==> src/rtl/reg_read_port_pkg.sv <==
// Shared types and constants for the register read-back port.
// Holds the FSM state enum, the default widths, the beat count and the drop counter width.
package reg_read_port_pkg;

  typedef enum logic {
    IDLE = 1'b0,
    SEND = 1'b1
  } state_t;

  localparam int DEF_DATA_W = 16;
  localparam int DEF_BYTE_W = 8;
  localparam int BEATS      = DEF_DATA_W / DEF_BYTE_W;
  localparam int DROP_W     = 8;

  // Index width that stays at least one bit for single-entry ranges.
  function automatic int idx_w(input int n);
    return (n > 1) ? $clog2(n) : 1;
  endfunction

endpackage

==> src/rtl/reg_read_port_snap_fifo.sv <==
// Circular snapshot buffer, DEPTH x DATA_W, with occupancy counter.
// Ports: push/wdata in, pop in, rdata = head word, full/empty/count out.
module snap_fifo
  import reg_read_port_pkg::*;
#(
  parameter int DATA_W = DEF_DATA_W,
  parameter int DEPTH  = 2,
  parameter int CW     = $clog2(DEPTH + 1)
) (
  input  logic              clk,
  input  logic              rst,
  input  logic              push,
  input  logic [DATA_W-1:0] wdata,
  input  logic              pop,
  output logic [DATA_W-1:0] rdata,
  output logic              full,
  output logic              empty,
  output logic [CW-1:0]     count
);

  localparam int PW = idx_w(DEPTH);
  localparam logic [PW-1:0] LAST = PW'(DEPTH - 1);

  logic [DATA_W-1:0] mem_q [DEPTH];
  logic [PW-1:0]     wr_q, wr_d;
  logic [PW-1:0]     rd_q, rd_d;
  logic [CW-1:0]     cnt_q, cnt_d;

  always_comb begin
    wr_d  = wr_q;
    rd_d  = rd_q;
    cnt_d = cnt_q + CW'(push) - CW'(pop);
    if (push) wr_d = (wr_q == LAST) ? '0 : wr_q + 1'b1;
    if (pop)  rd_d = (rd_q == LAST) ? '0 : rd_q + 1'b1;
  end

  always_ff @(posedge clk or posedge rst) begin
    if (rst) begin
      wr_q  <= '0;
      rd_q  <= '0;
      cnt_q <= '0;
    end else begin
      wr_q  <= wr_d;
      rd_q  <= rd_d;
      cnt_q <= cnt_d;
    end
  end

  // Storage is never exposed while empty, so it needs no reset.
  always_ff @(posedge clk) begin
    if (push) mem_q[wr_q] <= wdata;
  end

  assign rdata = mem_q[rd_q];
  assign full  = (cnt_q == CW'(DEPTH));
  assign empty = (cnt_q == '0);
  assign count = cnt_q;

endmodule

==> src/rtl/reg_read_port.sv <==
// Snapshots reg_data on request and streams each word out LSB byte first.
// Ports: rd_req/rd_ready request side, out_* beat stream, drop_cnt of refusals.
module reg_read_port
  import reg_read_port_pkg::*;
#(
  parameter int DATA_W = DEF_DATA_W,
  parameter int BYTE_W = DEF_BYTE_W,
  parameter int DEPTH  = 2
) (
  input  logic              clk,
  input  logic              rst,
  input  logic [DATA_W-1:0] reg_data,
  input  logic              rd_req,
  output logic              rd_ready,
  output logic              out_valid,
  input  logic              out_ready,
  output logic [BYTE_W-1:0] out_data,
  output logic              out_last,
  output logic [DROP_W-1:0] drop_cnt
);

  localparam int NB = DATA_W / BYTE_W;
  localparam int BW = idx_w(NB);
  localparam int CW = $clog2(DEPTH + 1);
  localparam logic [BW-1:0] LAST_BEAT = BW'(NB - 1);

  state_t            state_q, state_d;
  logic [BW-1:0]     beat_q, beat_d;
  logic [DROP_W-1:0] drop_q, drop_d;

  logic              push, pop, full, empty;
  logic              beat_done;
  logic [CW-1:0]     count, cnt_nxt;
  logic [DATA_W-1:0] head;

  snap_fifo #(
    .DATA_W (DATA_W),
    .DEPTH  (DEPTH),
    .CW     (CW)
  ) u_fifo (
    .clk   (clk),
    .rst   (rst),
    .push  (push),
    .wdata (reg_data),
    .pop   (pop),
    .rdata (head),
    .full  (full),
    .empty (empty),
    .count (count)
  );

  // Full is judged on the registered occupancy, so a pop cannot free a slot
  // for a request on the same edge.
  assign push      = rd_req && !full;
  assign beat_done = (state_q == SEND) && out_ready;
  assign pop       = beat_done && (beat_q == LAST_BEAT);
  assign cnt_nxt   = count + CW'(push) - CW'(pop);

  always_comb begin
    state_d = state_q;
    beat_d  = beat_q;
    drop_d  = drop_q;
    unique case (state_q)
      IDLE: if (cnt_nxt != '0) state_d = SEND;
      SEND: if (pop && cnt_nxt == '0) state_d = IDLE;
      default: state_d = IDLE;
    endcase
    if (beat_done) beat_d = pop ? '0 : beat_q + 1'b1;
    if (rd_req && full && drop_q != '1) drop_d = drop_q + 1'b1;
  end

  always_ff @(posedge clk or posedge rst) begin
    if (rst) begin
      state_q <= IDLE;
      beat_q  <= '0;
      drop_q  <= '0;
    end else begin
      state_q <= state_d;
      beat_q  <= beat_d;
      drop_q  <= drop_d;
    end
  end

  assign out_valid = (state_q == SEND);
  assign out_data  = out_valid ? head[beat_q*BYTE_W +: BYTE_W] : '0;
  assign out_last  = out_valid && (beat_q == LAST_BEAT);
  assign rd_ready  = !full;
  assign drop_cnt  = drop_q;

  logic unused_empty;
  assign unused_empty = empty;

endmodule

==> config.mk <==
export PLATFORM = sky130hd
export DESIGN_NAME = reg_read_port
export DESIGN_NICKNAME = d
export VERILOG_FILES = /design/src/rtl/reg_read_port_pkg.sv /design/src/rtl/reg_read_port_snap_fifo.sv /design/src/rtl/reg_read_port.sv
export SDC_FILE = /design/constraint.sdc
export NUM_CORES = 1
export LEC_CHECK = 0
export ABC_AREA = 1
export CORE_MARGIN = 10
export CORE_UTILIZATION = 55
export DETAILED_ROUTE_END_ITERATION = 12
export PLACE_DENSITY = 0.84
export SKIP_CTS_REPAIR_TIMING = 1
export SYNTH_ARGS = -nofsm -noshare
export SYNTH_HDL_FRONTEND = slang
export SYNTH_SLANG_ARGS = --single-unit
==> constraint.sdc <==
create_clock -name clk -period 4.9 [get_ports clk]
set_input_delay 0.49 -clock clk [delete_from_list [all_inputs] [get_ports clk]]
set_output_delay 0.49 -clock clk [all_outputs]
set_load 0.01 [all_outputs]
; ---- Yosys cells after proc, flatten, opt, wreduce, memory -nomap -nowiden
; Memories as Yosys holds them, arrays and structs flattened.
; Cells that the tools add are included.
[totals]
latch_bits = 0
mem_count = 1
elab_cells = 36
output_inout_bits = 19
mem_bits_ro = 0
inputBits = 20
register_bits = 14
ram_bits = 32
[op_classes]
eq_ne = 2
bitwise = 1
n_mux = 9
n_reduce_logical = 10
magnitude_cmp = 0
mul = 0
div_mod_pow = 0
shift = 1
n_addsub = 6
[mem_list]
columns = name, words, word_bits, read_ports, rd_ports_with_merged_regs, write_ports, line
row1 = u_fifo.mem_q, 2, 16, 1, 0, 1, reg_read_port_snap_fifo.sv:24  ; logic [DATA_W-1:0] mem_q [DEPTH];
[ops]
columns = op, count
row1 = $shiftx A16 B5 Y8, 1
row2 = $add A8 B1 Y8 const B, 1
row3 = $mux W8, 1
row4 = $ne A8 B8 Y1 const B, 1
row5 = $logic_and A1 B1 Y1, 7
row6 = $mux W1, 7
row7 = $add A1 B1 Y1 const B, 3
row8 = $add A2 B1 Y2, 1
row9 = $eq A2 B2 Y1 const B, 1
row10 = $logic_not A2 Y1, 1
row11 = $pmux W1 S2, 1
row12 = $reduce_bool A2 Y1, 1
row13 = $sub A2 B1 Y2, 1
row14 = $logic_not A1 Y1, 1
row15 = $not A1 Y1, 1

; ---- Longest topological paths before layout
; Gate-level depths: netlist (run 1).
[depth]
ltp_word = 9
ltp_mapped = 9
ltp_nobuf = 9

; ---- Modules after synthesis
; A second synthesis (run 1) with hierarchy kept.
[unflattened]
hier_cells = 226
hier_area_um2 = 2223.4
[by_module_without_submodules]
columns = module, instances, seq_area_each_um2, cells_each, area_each_um2
row1 = snap_fifo, 1, 1061.0, 110, 1487.7
row2 = reg_read_port, 1, 250.2, 116, 735.7

; ---- Least setup slack after synthesis (run 1)
; Ideal clock, no wire load.
[synth_path]
path_type = register to register
startpoint = register u_fifo.cnt_q[1], in the netlist u_fifo.count[1]
endpoint = memory u_fifo.mem_q[1][0] in the netlist's numbering (enable)
arrival_time_ns = 1.340
setup_time_ns = 0.390
path_slack_ns = 3.170
stages_incl_launch_ff = 4
n_path_buf = 0
required_time_ns = 4.510
path_cell_list = dfrtp_1 nand2_2 nand2_1 nor2_1
[synth_between]
elab_chain_cells = 5
[synth_lines]
columns = item, line
row1 = from (decl), reg_read_port_snap_fifo.sv:27  ; logic [CW-1:0] cnt_q, cnt_d;
row2 = from (signal assigned), reg_read_port_snap_fifo.sv:45  ; cnt_q <= cnt_d;
row3 = $eq A2 B2 Y1, reg_read_port_snap_fifo.sv:55  ; assign full = (cnt_q == CW'(DEPTH));
row4 = $logic_not A1 Y1, -
row5 = named net rd_ready, reg_read_port.sv:14  ; output logic rd_ready,
row6 = $logic_and A1 B1 Y1, reg_read_port.sv:54  ; assign push = rd_req && !full;
row7 = $mux W1, reg_read_port_snap_fifo.sv:51  ; if (push) mem_q[wr_q] <= wdata;
row8 = $mux W1 (implied by the code), reg_read_port_snap_fifo.sv:51
row9 = to (decl), reg_read_port_snap_fifo.sv:24
; The timed path passes the listed nets, and every way through them passes these cells.

; ---- Worst setup path after layout (run 1)
[layout_path]
startpoint = register u_fifo.rd_q
endpoint = output port out_data[2]
[layout_between]
elab_chain_cells = 3
[layout_lines]
columns = item, line
row1 = from (decl), reg_read_port_snap_fifo.sv:26  ; logic [PW-1:0] rd_q, rd_d;
row2 = from (signal assigned), reg_read_port_snap_fifo.sv:44  ; rd_q <= rd_d;
row3 = $mem_v2 Z2 W16, -
row4 = $shiftx A16 B5 Y8, reg_read_port.sv:85  ; assign out_data = out_valid ? head[beat_q*BYTE_W +: BYTE_W] : '0;
row5 = $mux W8, reg_read_port.sv:85
row6 = to (decl), reg_read_port.sv:17  ; output logic [BYTE_W-1:0] out_data,
; Every way passes these cells.

==> flow_summary.yaml, run 1 <==
detailed_routing:
  dr.pass1.iters: 4
  drt_iter0_markers: 145
  post-route-drc-count: 0
  wl_per_cell_um: 13.64
  antenna_left: 0
  wl_mm: 3.859
  via_per_inst: 5.053
  vias: 1430
critical_path:
  cpPeakStageDelay_ns: 0.59
  setup.worst_path.end_class: "primary output"
  cp.arrival_ns: 2.10
  r2r_end: "out_valid"
  crit_fanout: 17
  crit_path_start_kind: "register"
  reg2reg_depth: 9
  cp_top_family: "buffers and inverters"
  r2r_start: "beat_q"
  crit_chain: "inv_2 -> o21ai_0 -> a21oi_1 -> clkdlybuf4s50_1"
  slowest_stage: "dfrtp_1"
  required_ns: 4.41
  cp_num_buf_inv: 2
  critPathKind: "reg2out"
  r2r_slack_ns: 3.12
power:
  peakVddDrop_uv: 412.0
  power.density_nw_per_um2: 580.2
  p_leak_uw: 0.001027
logic_synthesis:
  syn_area_um2: 2036
  synth_fa_ha_area_frac: 0.01844
  synthTopCellsByArea: "edfxtp_1 (47%), dfrtp_1 (17%), nor2_1 (7.6%)"
  async_flop_share: 0.3043
  synth_top_family_by_area: "simple AND/OR/NAND/NOR gates"
  synthCells: 191
  syn-num-nets: 214
  synth_edf_count: 32
  synth_compound_area_frac: 0.06822
  synthSimpleGateAreaFrac: 0.1911
  synth_top_area_share: 0.4720
  ys_seq_area_frac: 0.6441
  ys_seq_elements: 46
  syn_avg_cell_area_um2: 10.66
  yosysTopAreaCell: "edfxtp_1"
  synthXorXnorAreaFrac: 0.02581
  synth_ff_type: "edfxtp_1"
  yosysWarnings: 0
  muxShareOfSynthArea: 0
  synth_cell_type_count: 22
placed_design:
  hpwl_mm: 2.848
  gp_congestion: 0.7963
  place_ws_ns: 2.628
  placed_area_um2: 2457
  portBuffers: 38
sta:
  period_needed_ns: 2.589
  slew_headroom: 0.6355
  whs_ns: 0.5296
  final-hold-violation-count: 0
  drv_slew: 0
  min_period_over_period: 0.5284
  fin_setup_tns_ns: 0
  skew_ns: 0.005244
  tightest_slew_ns: 0.5468
  clock.fmax_ghz: 0.3862
  worst_slack_ns: 2.311
  grt_setup_unrepaired: "false"
  setup_violations: 0
die:
  die_x_um: 80.84
  die-area_um2: 6535
  core_area_um2: 3633
  die_y_um: 80.84
  ioPinCount: 39
  floorplan.initialDensity: 0.5603
  num_rows: 22
finish:
  final_util: 0.7056
  final_nets: 257
  drive_gt1_frac: 0.07660
  syn_to_final_growth_pct: 25.94
  fill_cells: 269
  antenna_cells: 0
  postLayoutCellArea_um2: 2564
global_route:
  grt_overflow_total: 0
  grt_pass1_vias: 1352
  antenna_found_initial: 0
  grt_max_degree: 18
  grt_pass1_wl_mm: 6.258
  track_usage: 0.1252
clock_network:
  htreeDepth: 2
  clockBufferDepth: 2
  path_clk_slew_ns: 0.08
  tritoncts: "done"
  clockRootBuffer: "clkbuf_8"
  clock_latency_ns: 0.30
  clock-sinks: 46
  cts-buffers-inserted: 5
outcome:
  status: "completed"
worst_hold_path:
  hold_path.class: "in2async"
run:
  cap_viol_max_count: 0
worst max-delay path by stage:
stage	start	end	slack (ns)	cells after the start
final	u_fifo.rd_q	out_data[2]	2.31	4
after global routing	u_fifo.rd_q	out_data[7]	2.16	4
after CTS	u_fifo.rd_q	out_data[2]	2.29	4
after detailed placement	u_fifo.rd_q	out_data[2]	2.63	4
after global placement	u_fifo.rd_q	out_data[2]	2.72	4
after floorplan	u_fifo.count[1]	u_fifo.mem_q[1][0]	3.17	3
power by group:
group          leakage, uW  internal (uW)  switching, uW
registers         0.000471            528           82.9
clock network    0.0000524            152            115
logic             0.000503            291            318
state kept, by name, indices dropped and copies added, names as in the netlist:
signal / count
beat_q: 1
drop_cnt: 8
out_valid: 1
u_fifo.count: 2
u_fifo.mem_q: 32
u_fifo.rd_q: 1
u_fifo.wr_q: 1
synthesized netlist by cell type (3+ instances only):
cell      number
a21oi_1       10
buf_4          3
dfrtp_1       14
edfxtp_1      32
ha_1           3
inv_1         16
nand2_1       32
nand3_1        5
nor2_1        41
nor2_4         3
o21ai_0       13
o21ai_1        3
xor2_1         4
area by class of cell:
cell class / count / area (um2) / area share
Tap cell: 48 / 60.06 / 0.02343
Multi-Input combinational cell: 123 / 618.1 / 0.2411
Timing Repair Buffer: 40 / 395.4 / 0.1542
Clock buffer: 7 / 76.32 / 0.02977
Inverter: 18 / 72.57 / 0.02831
Sequential cell: 46 / 1311 / 0.5115
Clock inverter: 1 / 30.03 / 0.01171
metrics by stage:
stage          cells  power, uW
4_1_cts          283       1504
3_3_place_gp     275       1219
2_1_floorplan    191      965.9
5_1_grt          283       1597
3_5_place_dp     275       1235
6_report         283       1487
per-layer routing:
metal  wire length [um]  track usage  vias to the layer above
met5                  0            0                        -
met4                 67      0.06228                        0
met3                224      0.04525                        4
met2               1922       0.1967                       36
met1               1644       0.1493                      679
li1                   -            -                      711
cells in the final DEF, fill, tap and decap left out, types with 2 or more instances in the layout:
master	netlist	final
clkbuf_8	0	5
o21ai_1	3	3
o21ai_0	13	13
nand4_1	2	2
dfrtp_1	14	14
clkbuf_1	0	2
nor2_1	41	41
nand3_1	5	5
nand2_1	32	32
inv_1	16	16
xnor2_1	2	2
xor2_1	4	4
a21oi_1	10	10
ha_1	3	3
clkdlybuf4s50_1	0	38
nor2_4	3	3
buf_4	3	2
edfxtp_1	32	32
nand2_2	2	2
kinds of logic (layout without fill, tap and decap cells):
family	after synthesis	count (layout)
AND/OR/NAND/NOR	87	87
flip-flops	46	46
AO/OA/AOI/OAI	27	27
buffers and inverters	22	66
XOR/XNOR	6	6
adder cells (fa/ha/maj)	3	3
Note: power is estimated with default switching activity, not from simulation.
==> run 2, diff against run 1 <==
Settings changed: CORE_UTILIZATION 55 to 51, PLACE_DENSITY 0.84 to 0.79.
Clock period 4.9 ns to 2.6 ns, I/O delays scaled along.
==> flow_summary.yaml, run 2 (same netlist as run 1, synthesis figures left out) <==
outcome:
  status: "completed"
critical_path:
  cpPeakStageDelay_ns: 0.58
  crit_chain: "inv_2 -> o21ai_0 -> a21oi_1 -> clkdlybuf4s50_1"
  required_ns: 2.34
  setup.worst_path.end_class: "primary output"
  crit_fanout: 17
  slowest_stage: "dfrtp_1"
  reg2reg_depth: 10
  r2r_end: "out_valid"
  cp_num_buf_inv: 2
  critPathKind: "reg2out"
  r2r_start: "beat_q"
  cp_top_family: "buffers and inverters"
  crit_path_start_kind: "register"
  r2r_slack_ns: 0.85
  cp.arrival_ns: 2.09
finish:
  syn_to_final_growth_pct: 25.08
  final_nets: 258
  finalNonFillerCells: 284
  layout_common_cells: "nor2_1 (41), clkdlybuf4s50_1 (38), nand2_1 (32), edfxtp_1 (32), inv_1 (16)"
  regMostFlops: "u_fifo.mem_q"
  drive_gt1_frac: 0.08051
  postLayoutCellArea_um2: 2546
  final_common_cell: "nor2_1"
  fill_cells: 287
  largest_reg_flops: 32
  antenna_cells: 0
global_route:
  track_usage: 0.1167
  antenna_found_initial: 0
  grt_max_degree: 18
  grt_pass1_wl_mm: 6.589
  grt_overflow_total: 0
  grt_pass1_vias: 1373
clock_network:
  clockRootBuffer: "clkbuf_8"
  clock_latency_ns: 0.29
  tritoncts: "done"
  clockBufferDepth: 2
  htreeDepth: 2
  path_clk_slew_ns: 0.08
  cts-buffers-inserted: 5
  clock-sinks: 46
die:
  floorplan.initialDensity: 0.5398
  die-area_um2: 6919
  die_x_um: 83.18
  ioPinCount: 39
  die_y_um: 83.18
  num_rows: 22
  core_area_um2: 3771
worst_hold_path:
  hold_path.class: "in2async"
sta:
  tightest_slew_ns: 0.5536
  setup_violations: 0
  skew_ns: 0.004034
  whs_ns: 0.3071
  grt_setup_unrepaired: "false"
  clock.fmax_ghz: 0.4250
  drv_slew: 0
  min_period_over_period: 0.9049
  fin_setup_tns_ns: 0
  period_needed_ns: 2.353
  slew_headroom: 0.6310
  final-hold-violation-count: 0
detailed_routing:
  dr.pass1.iters: 4
  via_per_inst: 4.923
  vias: 1398
  wl_mm: 4.043
  antenna_left: 0
  post-route-drc-count: 0
  wl_per_cell_um: 14.24
  drt_iter0_markers: 92
placed_design:
  gp_congestion: 0.7742
  placed_area_um2: 2465
  dp_cells: 276
  hpwl_mm: 2.963
  portBuffers: 38
run:
  cap_viol_max_count: 0
power:
  power.density_nw_per_um2: 1068
  report.power.total_uw: 2719
  p_leak_uw: 0.001022
  peakVddDrop_uv: 636.7
## run 2: area by class of cell
class / count / area, um2 / share of cell area
multi-input combinational: 123 / 618.1 / 0.2428
clock inverter: 2 / 8.758 / 0.003440
inverter: 18 / 72.57 / 0.02850
tap: 48 / 60.06 / 0.02359
sequential: 46 / 1311 / 0.5150
timing repair buffer: 41 / 402.9 / 0.1582
clock buffer: 6 / 72.57 / 0.02850
## run 2: worst max-delay path by stage
stage                    start                 end  slack, ns  cells after the start
6_report           u_fifo.rd_q         out_data[0]       0.25                      4
5_1_grt            u_fifo.rd_q         out_data[0]       0.12                      4
4_1_cts            u_fifo.rd_q         out_data[0]       0.24                      4
3_5_place_dp       u_fifo.rd_q         out_data[6]       0.59                      4
3_3_place_gp       u_fifo.rd_q         out_data[0]       0.64                      4
2_1_floorplan  u_fifo.count[1]  u_fifo.mem_q[1][0]       0.87                      3
## run 2: stage by stage
step                utilization  worst slack, ns
CTS                      0.6752           0.2440
global route             0.6752           0.1225
detailed placement       0.6536           0.5891
global placement         0.6536           0.6399
finish                   0.6752           0.2473
floorplan                     -           0.8701
## run 2: power by group
| group | leakage, uW | switching (uW) | internal, uW |
|---|---|---|---|
| Sequential | 0.000471 | 134 | 995 |
| Combinational | 0.000508 | 626 | 560 |
| Clock | 0.0000426 | 219 | 185 |
| Total | 0.00102 | 980 | 1740 |
## run 2: per-layer routing
metal / part of all wire / track usage / up-vias
li1: - / - / 716
met1: 0.45 / 0.1461 / 644
met2: 0.48 / 0.1795 / 31
met3: 0.057 / 0.03711 / 7
met4: 0.019 / 0.05077 / 0
met5: 0 / 0 / -
==> run 3, diff against run 2 <==
Settings changed: CORE_UTILIZATION 51 to 30, PLACE_DENSITY 0.79 to not set.
==> flow_summary.yaml, run 3 (same netlist as run 1, synthesis figures left out) <==
clock_network:
  tritoncts: "done"
  htreeDepth: 2
  clock_latency_ns: 0.29
  clockRootBuffer: "clkbuf_8"
  path_clk_slew_ns: 0.08
  clock-sinks: 46
  clockBufferDepth: 2
  cts-buffers-inserted: 5
sta:
  tightest_slew_ns: 0.5472
  slew_headroom: 0.6348
  period_needed_ns: 2.350
  fin_setup_tns_ns: 0
  grt_setup_unrepaired: "false"
  skew_ns: 0.001811
  setup_violations: 0
  min_period_over_period: 0.9037
  drv_slew: 0
  final-hold-violation-count: 0
  clock.fmax_ghz: 0.4256
global_route:
  antenna_found_initial: 0
  grt_max_degree: 18
  grt_pass1_wl_mm: 7.079
  track_usage: 0.08754
  grt_overflow_total: 0
  grt_pass1_vias: 1455
power:
  internal-power_uw: 1735
  comb_power_share: 0.424
  switching_share: 0.3628
  peakVddDrop_uv: 393.9
  p_leak_uw: 0.001018
  power.density_nw_per_um2: 1056
  power_frac_seq: 0.422
  p_clk_frac: 0.155
  p_sw_uw: 987.9
die:
  die_x_um: 102.4
  floorplan.initialDensity: 0.3152
  core_area_um2: 6459
  die-area_um2: 10480
  die_y_um: 102.4
  num_rows: 29
  ioPinCount: 39
detailed_routing:
  via_per_inst: 4.465
  drt_iter0_markers: 27
  antenna_left: 0
  dr.pass1.iters: 4
  wl_per_cell_um: 13.62
  vias: 1393
  post-route-drc-count: 0
  wl_mm: 4.248
finish:
  syn_to_final_growth_pct: 26.67
  final_nets: 257
  regMostFlops: "u_fifo.mem_q"
  largest_reg_flops: 32
  drive_gt1_frac: 0.07660
  final_common_cell: "nor2_1"
  antenna_cells: 0
  layout_common_cells: "nor2_1 (41), clkdlybuf4s50_1 (38), nand2_1 (32), edfxtp_1 (32), inv_1 (16)"
  finalNonFillerCells: 312
critical_path:
  crit_path_start_kind: "register"
  required_ns: 2.34
  cp.arrival_ns: 2.09
  critPathKind: "reg2out"
  setup.worst_path.end_class: "primary output"
  crit_fanout: 17
placed_design:
  hpwl_mm: 3.064
  gp_congestion: 0.7260
  dp_cells: 304
  portBuffers: 38
run:
  cap_viol_max_count: 0
outcome:
  status: "completed"
worst_hold_path:
  hold_path.class: "in2async"
run 3: power by group through the flow:
stage | Combinational, uW | Clock [uW] | Sequential, uW
5_1_grt | 1310 | 480 | 1180
6_report | 1150 | 421 | 1150
2_1_floorplan | 717 | 0 | 1100
3_3_place_gp | 1160 | 0 | 1170
3_5_place_dp | 1180 | 0 | 1170
4_1_cts | 1180 | 443 | 1150
run 3: path summary, 6_finish.rpt:
check	startpoint	end	slack, ns	cells past startpoint
min in group clk	u_fifo.wr_q	u_fifo.wr_q	0.53	2
setup / recovery	u_fifo.rd_q	out_data[1]	0.25	4
hold reg to reg	u_fifo.wr_q	u_fifo.wr_q	0.53	2
setup reg to reg	beat_q	out_valid	0.82	9
hold / removal	rst	drop_cnt[3]	0.30	2
max in group asynchronous	rst	u_fifo.rd_q	1.94	2
run 3: per-stage QoR:
step / hold slack [ns] / worst slack [ns] / cell area (um2) / utilization / total power [uW]
2_1_floorplan: 0.1492 / 0.8701 / 2036 / - / 1820
3_3_place_gp: 0.5048 / 0.5737 / 2494 / 0.3861 / 2322
3_5_place_dp: 0.5240 / 0.5565 / 2494 / 0.3861 / 2343
4_1_cts: 0.3290 / 0.2150 / 2579 / 0.3993 / 2778
5_1_grt: 0.3621 / 0.01619 / 2579 / 0.3993 / 2968
6_report: 0.3050 / 0.2504 / 2579 / 0.3993 / 2723
run 3: worst max-delay path, stage by stage, from the launching register on:
cell             delay [ns]
dfrtp_1                0.59
inv_2                  0.32
o21ai_0                0.15
a21oi_1                0.17
clkdlybuf4s50_1        0.57
run 3: final cells by class:
class                           instances  area, um2
Clock inverter                          2      12.51
Inverter                               18      72.57
Clock buffer                            6      72.57
Timing Repair Buffer                   40      395.4
Sequential cell                        46       1311
Multi-Input combinational cell        123      618.1
Fill cell                             658       3880
Tap cell                               77      96.34
run 3: per-layer routing:
metal | wire length (um) | track usage
met1 | 1866 | 0.1018
met4 | 54 | 0.03905
met3 | 287 | 0.03171
met5 | 0 | 0
met2 | 2040 | 0.1422
